==> config.mk <==
export PLATFORM = sky130hd
export DESIGN_NAME = calc_sequencer
export DESIGN_NICKNAME = d
export VERILOG_FILES = /design/src/rtl/calc_sequencer.sv
export SDC_FILE = /design/constraint.sdc
export NUM_CORES = 1
export LEC_CHECK = 0
export ABC_CLOCK_PERIOD_IN_PS = 5660
export BUFFER_PORTS_ARGS = -buffer_cell sky130_fd_sc_hd__buf_2
export CORE_MARGIN = 2
export CORE_UTILIZATION = 64
export DETAILED_ROUTE_END_ITERATION = 7
export GPL_TIMING_DRIVEN = 0
export PLACE_DENSITY = 0.92
export SYNTH_ARGS = -nofsm -noshare
export SYNTH_HDL_FRONTEND = slang
export SYNTH_SLANG_ARGS = --single-unit
==> constraint.sdc <==
create_clock -name clk -period 5.66 [get_ports clk]
set_input_delay 1.415 -clock clk [delete_from_list [all_inputs] [get_ports clk]]
set_output_delay 1.415 -clock clk [all_outputs]
set_load 0.05 [all_outputs]
==> src/rtl/calc_sequencer.sv <==
// Four-function 4-bit calculator sequencer: operands and opcode are entered with push-button
// edges, then the result is computed (restoring division takes four cycles) and held in DONE.
module calc_sequencer (
   input  logic       clk,
   input  logic       reset,
   input  logic       start,
   input  logic       enter,
   input  logic [3:0] sw,
   input  logic [1:0] op,
   output logic [2:0] state,
   output logic [7:0] result,
   output logic       neg,
   output logic       err,
   output logic       busy,
   output logic       done
);

   typedef enum logic [2:0] {
      IDLE    = 3'b000,
      LOAD_A  = 3'b001,
      LOAD_B  = 3'b010,
      LOAD_OP = 3'b011,
      EXEC    = 3'b100,
      DONE    = 3'b101
   } state_t;

   typedef enum logic [1:0] {
      OP_ADD = 2'b00,
      OP_SUB = 2'b01,
      OP_MUL = 2'b10,
      OP_DIV = 2'b11
   } opcode_t;

   state_t     state_q, state_d;
   logic       enter_q;
   logic       enter_edge;
   logic [3:0] a_q, b_q;
   opcode_t    opc_q;

   // Restoring divider: rem_q is the partial remainder, quo_q shifts the dividend out / quotient in.
   logic [3:0] rem_q, quo_q;
   logic [1:0] cnt_q;
   logic [4:0] shifted, diff;
   logic       take;
   logic [3:0] rem_nx, quo_nx;

   logic       exec_last;
   logic [7:0] calc_res;
   logic       calc_neg, calc_err;

   assign enter_edge = enter & ~enter_q;

   always_comb begin
      shifted = {rem_q, quo_q[3]};
      diff    = shifted - {1'b0, b_q};
      take    = (shifted >= {1'b0, b_q});
      rem_nx  = take ? diff[3:0] : shifted[3:0];
      quo_nx  = {quo_q[2:0], take};
   end

   // NOTE: every variable written here gets a default first, so no latch is inferred.
   always_comb begin
      calc_res  = 8'h00;
      calc_neg  = 1'b0;
      calc_err  = 1'b0;
      exec_last = 1'b1;
      case (opc_q)
         OP_ADD: calc_res = {3'b000, ({1'b0, a_q} + {1'b0, b_q})};
         OP_SUB: begin
            if (a_q < b_q) begin
               calc_res = {4'b0000, (b_q - a_q)};
               calc_neg = 1'b1;
            end else begin
               calc_res = {4'b0000, (a_q - b_q)};
            end
         end
         OP_MUL: calc_res = {4'b0000, a_q} * {4'b0000, b_q};
         OP_DIV: begin
            if (b_q == 4'd0) begin
               calc_err = 1'b1;
            end else begin
               exec_last = (cnt_q == 2'd3);
               calc_res  = {rem_nx, quo_nx};
            end
         end
         default: calc_res = 8'h00;
      endcase
   end

   always_comb begin
      state_d = state_q;
      case (state_q)
         IDLE:    if (start)      state_d = LOAD_A;
         LOAD_A:  if (enter_edge) state_d = LOAD_B;
         LOAD_B:  if (enter_edge) state_d = LOAD_OP;
         LOAD_OP: if (enter_edge) state_d = EXEC;
         EXEC:    if (exec_last)  state_d = DONE;
         DONE:    if (enter_edge) state_d = LOAD_A;
         default:                 state_d = IDLE;
      endcase
   end

   // NOTE: sequential state uses non-blocking assignments; reset is synchronous, so only clk is in the list.
   always_ff @(posedge clk) begin
      if (reset) state_q <= IDLE;
      else       state_q <= state_d;
   end

   always_ff @(posedge clk) begin
      if (reset) begin
         enter_q <= 1'b0;
         a_q     <= 4'd0;
         b_q     <= 4'd0;
         opc_q   <= OP_ADD;
         rem_q   <= 4'd0;
         quo_q   <= 4'd0;
         cnt_q   <= 2'd0;
         result  <= 8'h00;
         neg     <= 1'b0;
         err     <= 1'b0;
      end else begin
         enter_q <= enter;
         if (state_q == LOAD_A && enter_edge) begin
            a_q    <= sw;
            result <= 8'h00;
            neg    <= 1'b0;
            err    <= 1'b0;
         end
         if (state_q == LOAD_B && enter_edge) b_q <= sw;
         if (state_q == LOAD_OP && enter_edge) begin
            opc_q <= opcode_t'(op);
            rem_q <= 4'd0;
            quo_q <= a_q;
            cnt_q <= 2'd0;
         end
         if (state_q == EXEC) begin
            if (opc_q == OP_DIV) begin
               rem_q <= rem_nx;
               quo_q <= quo_nx;
               cnt_q <= cnt_q + 2'd1;
            end
            if (exec_last) begin
               result <= calc_res;
               neg    <= calc_neg;
               err    <= calc_err;
            end
         end
      end
   end

   assign state = state_q;
   assign busy  = (state_q == EXEC);
   assign done  = (state_q == DONE);

endmodule

==> metrics.cfg, run 1 <==
[critical_path]
crit_fanout=7
crit_slowest_cell=fa_1
critical_path.cell_chain=nand2_1 -> fa_1 -> inv_1 -> fa_1 -> inv_1 -> fa_1 -> xnor2_1 -> nand2_1 -> o21ai_0 -> a21oi_1 -> a311oi_1
worst-path-buf-inv=2
path_depth=11
r2r_slack_ps=2380
timing.critical_path.mode_cell=fa_1
cp_top_family=adder cells
cp.required_ps=5840
critPathCaptureType=flop
critical_path_arrival_ps=3460
r2r-end=result[4]
start_kind=flop
critical-path-max-stage-delay_ps=570
crit_type=flop to flop
r2r.worst_path.cells=11
r2r_start=b_q[2]

[logic_synthesis]
netlist_instances=305
ys_top_cells_by_area=dfxtp_1 (27%), ha_1 (14%), fa_1 (6.3%)
yosysUniqueCellTypes=54
synth-edff-count=0
syn_area_um2=2540
synth_top_area_share_pct=26.8
yosysTopAreaCell=dfxtp_1
yosysWarnings=0
syn-num-nets=351
synthArstFlopShare_pct=0
ys_seq_area_share_pct=26.8
syn_area_per_cell_um2=8.32
synth_seq_cells=34
synth-main-ff-cell=dfxtp_1

[route]
wl_per_cell_um=16.4
via_per_inst=6.22
via_count=2387
drc=0
drt-pass1-iter-count=5
ant_nets=0
routed_wirelength_um=6300
drt-initial-drc-count=168

[global_route]
grt_max_degree=12
antenna_found_initial=0
grt_pass1_wl_um=10800
grt_use_total_pct=31.8
grt.overflow.total=0
first_global_vias=2352

[cts]
cts_tree=yes
postCtsHoldBufs=0
cts.clk_slew.worst_paths_ps=70
cts_root_buf=clkbuf_8
cts_setup_buffers=0
clk-insertion-delay-late_ps=290
clock_path_buffers=2
postCtsResizedCells=0
numCtsBuffers=5
h-tree-depth=2
clock_sinks=34

[pwr]
totalPowerFinal_mw=0.543
power_frac_seq_pct=45.9
combPwrFrac_pct=12.8
p_int_mw=0.400
power_density_nw_per_um2=192
p_sw_mw=0.143
leakagePower_nw=1.26
ir_drop_mv=0.179
p_sw_share_pct=26.3
clockPowerShare_pct=41.3

[final_layout]
final_common_cell=dfxtp_1
antenna_cells=0
mostFrequentLayoutCells=dfxtp_1 (34), nor2_1 (33), nand2_1 (28), ha_1 (28), buf_2 (27)
drive_gt1_share_pct=13.7
area_delta_synth_final_pct=11.2
utilization_pct=75.4
register_area_um2=681
nets=381
multi_input_area_um2=1700
fill_cells=268

[flow_run]
maxCapViolCount=0

[place]
io_buffer_count=23
dp_hpwl_um=4850
place_ws_ps=2440
gp_congestion=0.976

[die]
dieArea_um2=4490
die_x_um=67.0
rows=22
start_util_pct=67.8
die_h_um=67.0
ios=25
core_area_um2=3740

[min_path]
hold_end=result[6]
hold_path.startpoint=result[6]
hp-class=flop to flop
min_path_cells=2

[timing]
layout_setup_ws_ps=2380
tns_ps=0
skew_ps=4.41
relSlewSlack_pct=43.6
min_period_ps=3280
rsz0062_at_grt=no
fmax_ghz=0.305
fin_crit_sh_pct=57.9
hold_viol=0
finalSetupViolations=0
final_max_slew_viol_count=0
worst_pin_slew_ps=839

[run_status]
status=complete, no violations

==> final cells by class <==
class | count | area share, %
Tap cell | 48 | 2.13
Buffer | 14 | 2.30
Timing Repair Buffer | 23 | 4.08
Sequential cell | 34 | 24.1
Multi-Input combinational cell | 232 | 60.2
Clock buffer | 6 | 2.57
Clock inverter | 2 | 1.33
Inverter | 25 | 3.32
==> sequential cells by signal (all words and copies together), names as in the netlist <==
| signal | flops |
|---|---|
| quo_q | 4 |
| cnt_q | 2 |
| b_q | 4 |
| result | 8 |
| a_q | 4 |
| state | 3 |
| opc_q | 2 |
| enter_q | 1 |
| err | 1 |
| neg | 1 |
| rem_q | 4 |
==> power by group through the flow <==
stage | clock [mW] | combinational, mW | sequential (mW)
2_1_floorplan | 0 | 0.0451 | 0.259
3_3_place_gp | 0 | 0.0660 | 0.254
3_5_place_dp | 0 | 0.0682 | 0.254
4_1_cts | 0.224 | 0.0686 | 0.249
5_1_grt | 0.234 | 0.0759 | 0.250
6_report | 0.224 | 0.0695 | 0.249
==> worst max path at each step <==
stage / end / startpoint / slack, ps
after floorplan: result[3] / b_q[1] / 2730
after global placement: result[3] / b_q[2] / 2460
after detailed placement: result[3] / b_q[2] / 2440
after CTS: result[3] / b_q[1] / 2420
after global routing: result[3] / b_q[1] / 2200
final: result[4] / b_q[2] / 2380
==> worst min-delay path, stage by stage, from the launching register on <==
cell and delay, ps:
dfxtp_1 320, a32oi_1 50, o21ai_0 60
==> cells by family after synthesis <==
group,Yosys count,synth area share [%]
compound gates,70,18.0
xor+xnor,8,2.76
fa+ha+maj,36,20.1
buf+inv,39,6.26
flops,34,26.8
mux,12,5.27
simple gates,106,20.7
==> per-layer routing <==
| layer | wire (um) | GRT usage, % | up-vias |
|---|---|---|---|
| li1 | - | - | 1127 |
| met4 | 173 | 10.2 | 0 |
| met2 | 3020 | 56.6 | 112 |
| met3 | 502 | 6.76 | 24 |
| met5 | 0 | 0 | - |
| met1 | 2600 | 37.9 | 1124 |
==> synth_stat cells, types with 2 or more instances <==
library cell / n
dfxtp_1: 34
nand3_1: 10
a21o_1: 4
mux2i_1: 10
and2_1: 3
ha_1: 28
o21bai_1: 2
nand4_1: 3
xnor2_1: 5
or3_1: 2
a21oi_1: 26
clkbuf_1: 9
buf_2: 4
a211oi_1: 6
fa_1: 8
nor2_1: 33
inv_1: 25
o21ai_0: 10
nor3_1: 7
nor2b_1: 6
xor2_1: 3
a311oi_1: 3
nand3b_1: 2
nand2_1: 28
nor2_2: 2
nand4b_1: 2
o31ai_1: 3
==> metrics by stage <==
stage	area (um^2)	hold WS [ps]	std cells
2_1_floorplan	2540	448	305
3_3_place_gp	2710	432	376
3_5_place_dp	2710	451	376
5_1_grt	2820	501	384
4_1_cts	2820	467	384
6_report	2820	461	384
Note: power is estimated with default switching activity, not from simulation.
==> run 2, diff against run 1 <==
==> config.mk (replaced) <==
export PLATFORM = sky130hd
export DESIGN_NAME = calc_sequencer
export DESIGN_NICKNAME = d
export VERILOG_FILES = /design/src/rtl/calc_sequencer.sv
export SDC_FILE = /design/constraint.sdc
export NUM_CORES = 1
export LEC_CHECK = 0
export ABC_CLOCK_PERIOD_IN_PS = 3100
export BUFFER_PORTS_ARGS = -buffer_cell sky130_fd_sc_hd__buf_2
export CORE_MARGIN = 2
export CORE_UTILIZATION = 59
export DETAILED_ROUTE_END_ITERATION = 7
export GPL_TIMING_DRIVEN = 0
export PLACE_DENSITY = 0.87
export SYNTH_ARGS = -nofsm -noshare
export SYNTH_HDL_FRONTEND = slang
export SYNTH_SLANG_ARGS = --single-unit
==> constraint.sdc (replaced) <==
create_clock -name clk -period 3.1 [get_ports clk]
set_input_delay 0.775 -clock clk [delete_from_list [all_inputs] [get_ports clk]]
set_output_delay 0.775 -clock clk [all_outputs]
set_load 0.05 [all_outputs]
==> metrics.cfg, run 2 (same netlist as run 1, synthesis figures left out) <==
[run_status]
status=complete, no violations  ; unchanged

[critical_path]
critPathCaptureType=flop  ; unchanged
critical_path.cell_chain=nand2_1 -> fa_1 -> inv_1 -> fa_1 -> inv_1 -> fa_1 -> a21oi_1 -> a41oi_2 -> o311ai_2 -> a32o_1  ; was nand2_1 -> fa_1 -> inv_1 -> fa_1 -> inv_1 -> fa_1 -> xnor2_1 -> nand2_1 -> o21ai_0 -> a21oi_1 -> a311oi_1
crit_slowest_cell=fa_1  ; unchanged
crit_fanout=5  ; was 7
cp.required_ps=3290  ; was 5840 ps
cp-startpoint=b_q[1]  ; was b_q[2]
cp_top_family=adder cells  ; unchanged
timing.critical_path.mode_cell=fa_1  ; unchanged
critical_path_arrival_ps=3180  ; was 3460 ps
r2r_start=b_q[1]  ; was b_q[2]
start_kind=flop  ; unchanged
worst-path-buf-inv=2  ; unchanged
crit_type=flop to flop  ; unchanged
critical-path-max-stage-delay_ps=570  ; about the same

[place]
place_ws_ps=-203  ; was 2440 ps
place_inst=378  ; was 376
gp_congestion=0.969  ; was 0.976
dp_hpwl_um=4950  ; was 4850 um
io_buffer_count=23  ; unchanged

[cts]
clock_path_buffers=2  ; unchanged
clk-insertion-delay-late_ps=290  ; about the same
h-tree-depth=2  ; unchanged
cts.clk_slew.worst_paths_ps=70  ; about the same
cts_tree=yes  ; unchanged
numCtsBuffers=5  ; unchanged
clock_sinks=34  ; unchanged
cts_root_buf=clkbuf_8  ; unchanged

[timing]
tns_ps=0  ; unchanged
fmax_ghz=0.334  ; was 0.305 GHz
layout_setup_ws_ps=110  ; was 2380 ps
worst_pin_slew_ps=722  ; was 839 ps
relSlewSlack_pct=51.5  ; was 43.6%
hold_viol=0  ; unchanged
fin_crit_sh_pct=96.5  ; was 57.9%
skew_ps=7.50  ; was 4.41 ps
final_max_slew_viol_count=0  ; unchanged
finalSetupViolations=0  ; unchanged
min_period_ps=2990  ; was 3280 ps

[flow_run]
maxCapViolCount=0  ; unchanged

[final_layout]
largest_register_ffs=8  ; unchanged
drive_gt1_share_pct=19.0  ; was 13.7%
antenna_cells=0  ; unchanged
final_common_cell=nor2_1  ; was dfxtp_1
final_cells=397  ; was 384
mostFrequentLayoutCells=nor2_1 (33), nand2_1 (28), ha_1 (28), dfxtp_1 (28), buf_2 (27)  ; was dfxtp_1 (34), nor2_1 (33), nand2_1 (28), ha_1 (28), buf_2 (27)
utilization_pct=72.2  ; was 75.4%
area_delta_synth_final_pct=15.5  ; was 11.2%
nets=392  ; was 381
top_register=result  ; unchanged

[pwr]
ir_drop_mv=0.302  ; was 0.179 mV
power_density_nw_per_um2=318  ; was 192 nW/um^2
leakagePower_nw=1.32  ; was 1.26 nW

[global_route]
grt_use_total_pct=27.9  ; was 31.8%
first_global_vias=2362  ; was 2352
grt_max_degree=12  ; unchanged
grt_pass1_wl_um=10900  ; was 10800 um
grt.overflow.total=0  ; unchanged
antenna_found_initial=0  ; unchanged

[route]
drc=0  ; unchanged
drt-initial-drc-count=201  ; was 168
wl_per_cell_um=17.1  ; was 16.4 um
via_per_inst=6.19  ; was 6.22
drt-pass1-iter-count=6  ; was 5
via_count=2458  ; was 2387
ant_nets=0  ; unchanged
routed_wirelength_um=6810  ; was 6300 um

[min_path]
hold_path.startpoint=result[2]  ; was result[6]
hp-class=flop to flop  ; unchanged

[die]
core_area_um2=4060  ; was 3740 um^2
start_util_pct=62.6  ; was 67.8%
die_x_um=69.6  ; was 67.0 um
ios=25  ; unchanged
dieArea_um2=4840  ; was 4490 um^2
die_h_um=69.6  ; was 67.0 um
rows=23  ; was 22

==> run 2: cell types whose count changed in the layout (fill, tap and decap cells not counted) <==
cell / previous run / this run
o311ai_0: 1 / 0
dfxtp_4: 0 / 6
clkbuf_8: 5 / 6
a41oi_1: 1 / 0
clkinv_2: 0 / 1
bufinv_16: 1 / 0
o311ai_2: 0 / 1
dfxtp_1: 34 / 28
a41oi_2: 0 / 1
clkbuf_1: 10 / 9
buf_4: 0 / 11
==> run 2: timing repair <==
item	in CTS	in global routing
hold buffers	0	0
endpoints found under the setup margin	3	3
setup buffers	0	11
pin swaps	0	6
gates resized for setup	9	6
==> run 2: power by group <==
part / total (mW) / internal (mW) / switching, mW
logic: 0.135 / 0.0498 / 0.0852
registers: 0.449 / 0.440 / 0.00912
clock network: 0.348 / 0.179 / 0.170
==> run 2: worst reg2reg max path: stages (launching register included) <==
cell	delay [ps]
dfxtp_4	370
nand2_1	90
fa_1	570
inv_1	70
fa_1	530
inv_1	50
fa_1	500
a21oi_1	80
a41oi_2	210
o311ai_2	140
a32o_1	280
==> run 2: final cells by class <==
class | count | area, um^2
multi-input combinational | 232 | 1710
fill | 276 | 1130
sequential | 34 | 703
timing repair buffer | 34 | 198
inverter | 25 | 93.8
clock buffer | 6 | 82.6
buffer | 14 | 65.1
tap | 50 | 62.6
clock inverter | 2 | 12.5
==> run 2: per-stage QoR <==
stage / hold WS (ps) / power (mW) / cell area [um^2]
4_1_cts: 460 / 0.923 / 2830
6_report: 455 / 0.933 / 2930
3_3_place_gp: 431 / 0.584 / 2720
3_5_place_dp: 442 / 0.588 / 2720
5_1_grt: 469 / 0.965 / 2930
2_1_floorplan: 448 / 0.555 / 2540
==> run 2: final timing paths <==
check               to  slack, ps  depth (start not counted)
max          result[3]        110                         10
min          result[2]        460                          1
max reg2reg  result[3]        110                         10
min reg2reg  result[2]        460                          1
==> run 2: metal layers <==
metal	vias up	global-route usage [%]	wire length, um
li1	1146	-	-
met1	1152	35.2	2810
met2	143	46.0	3310
met3	17	6.54	557
met4	0	11.3	128
met5	-	0	0
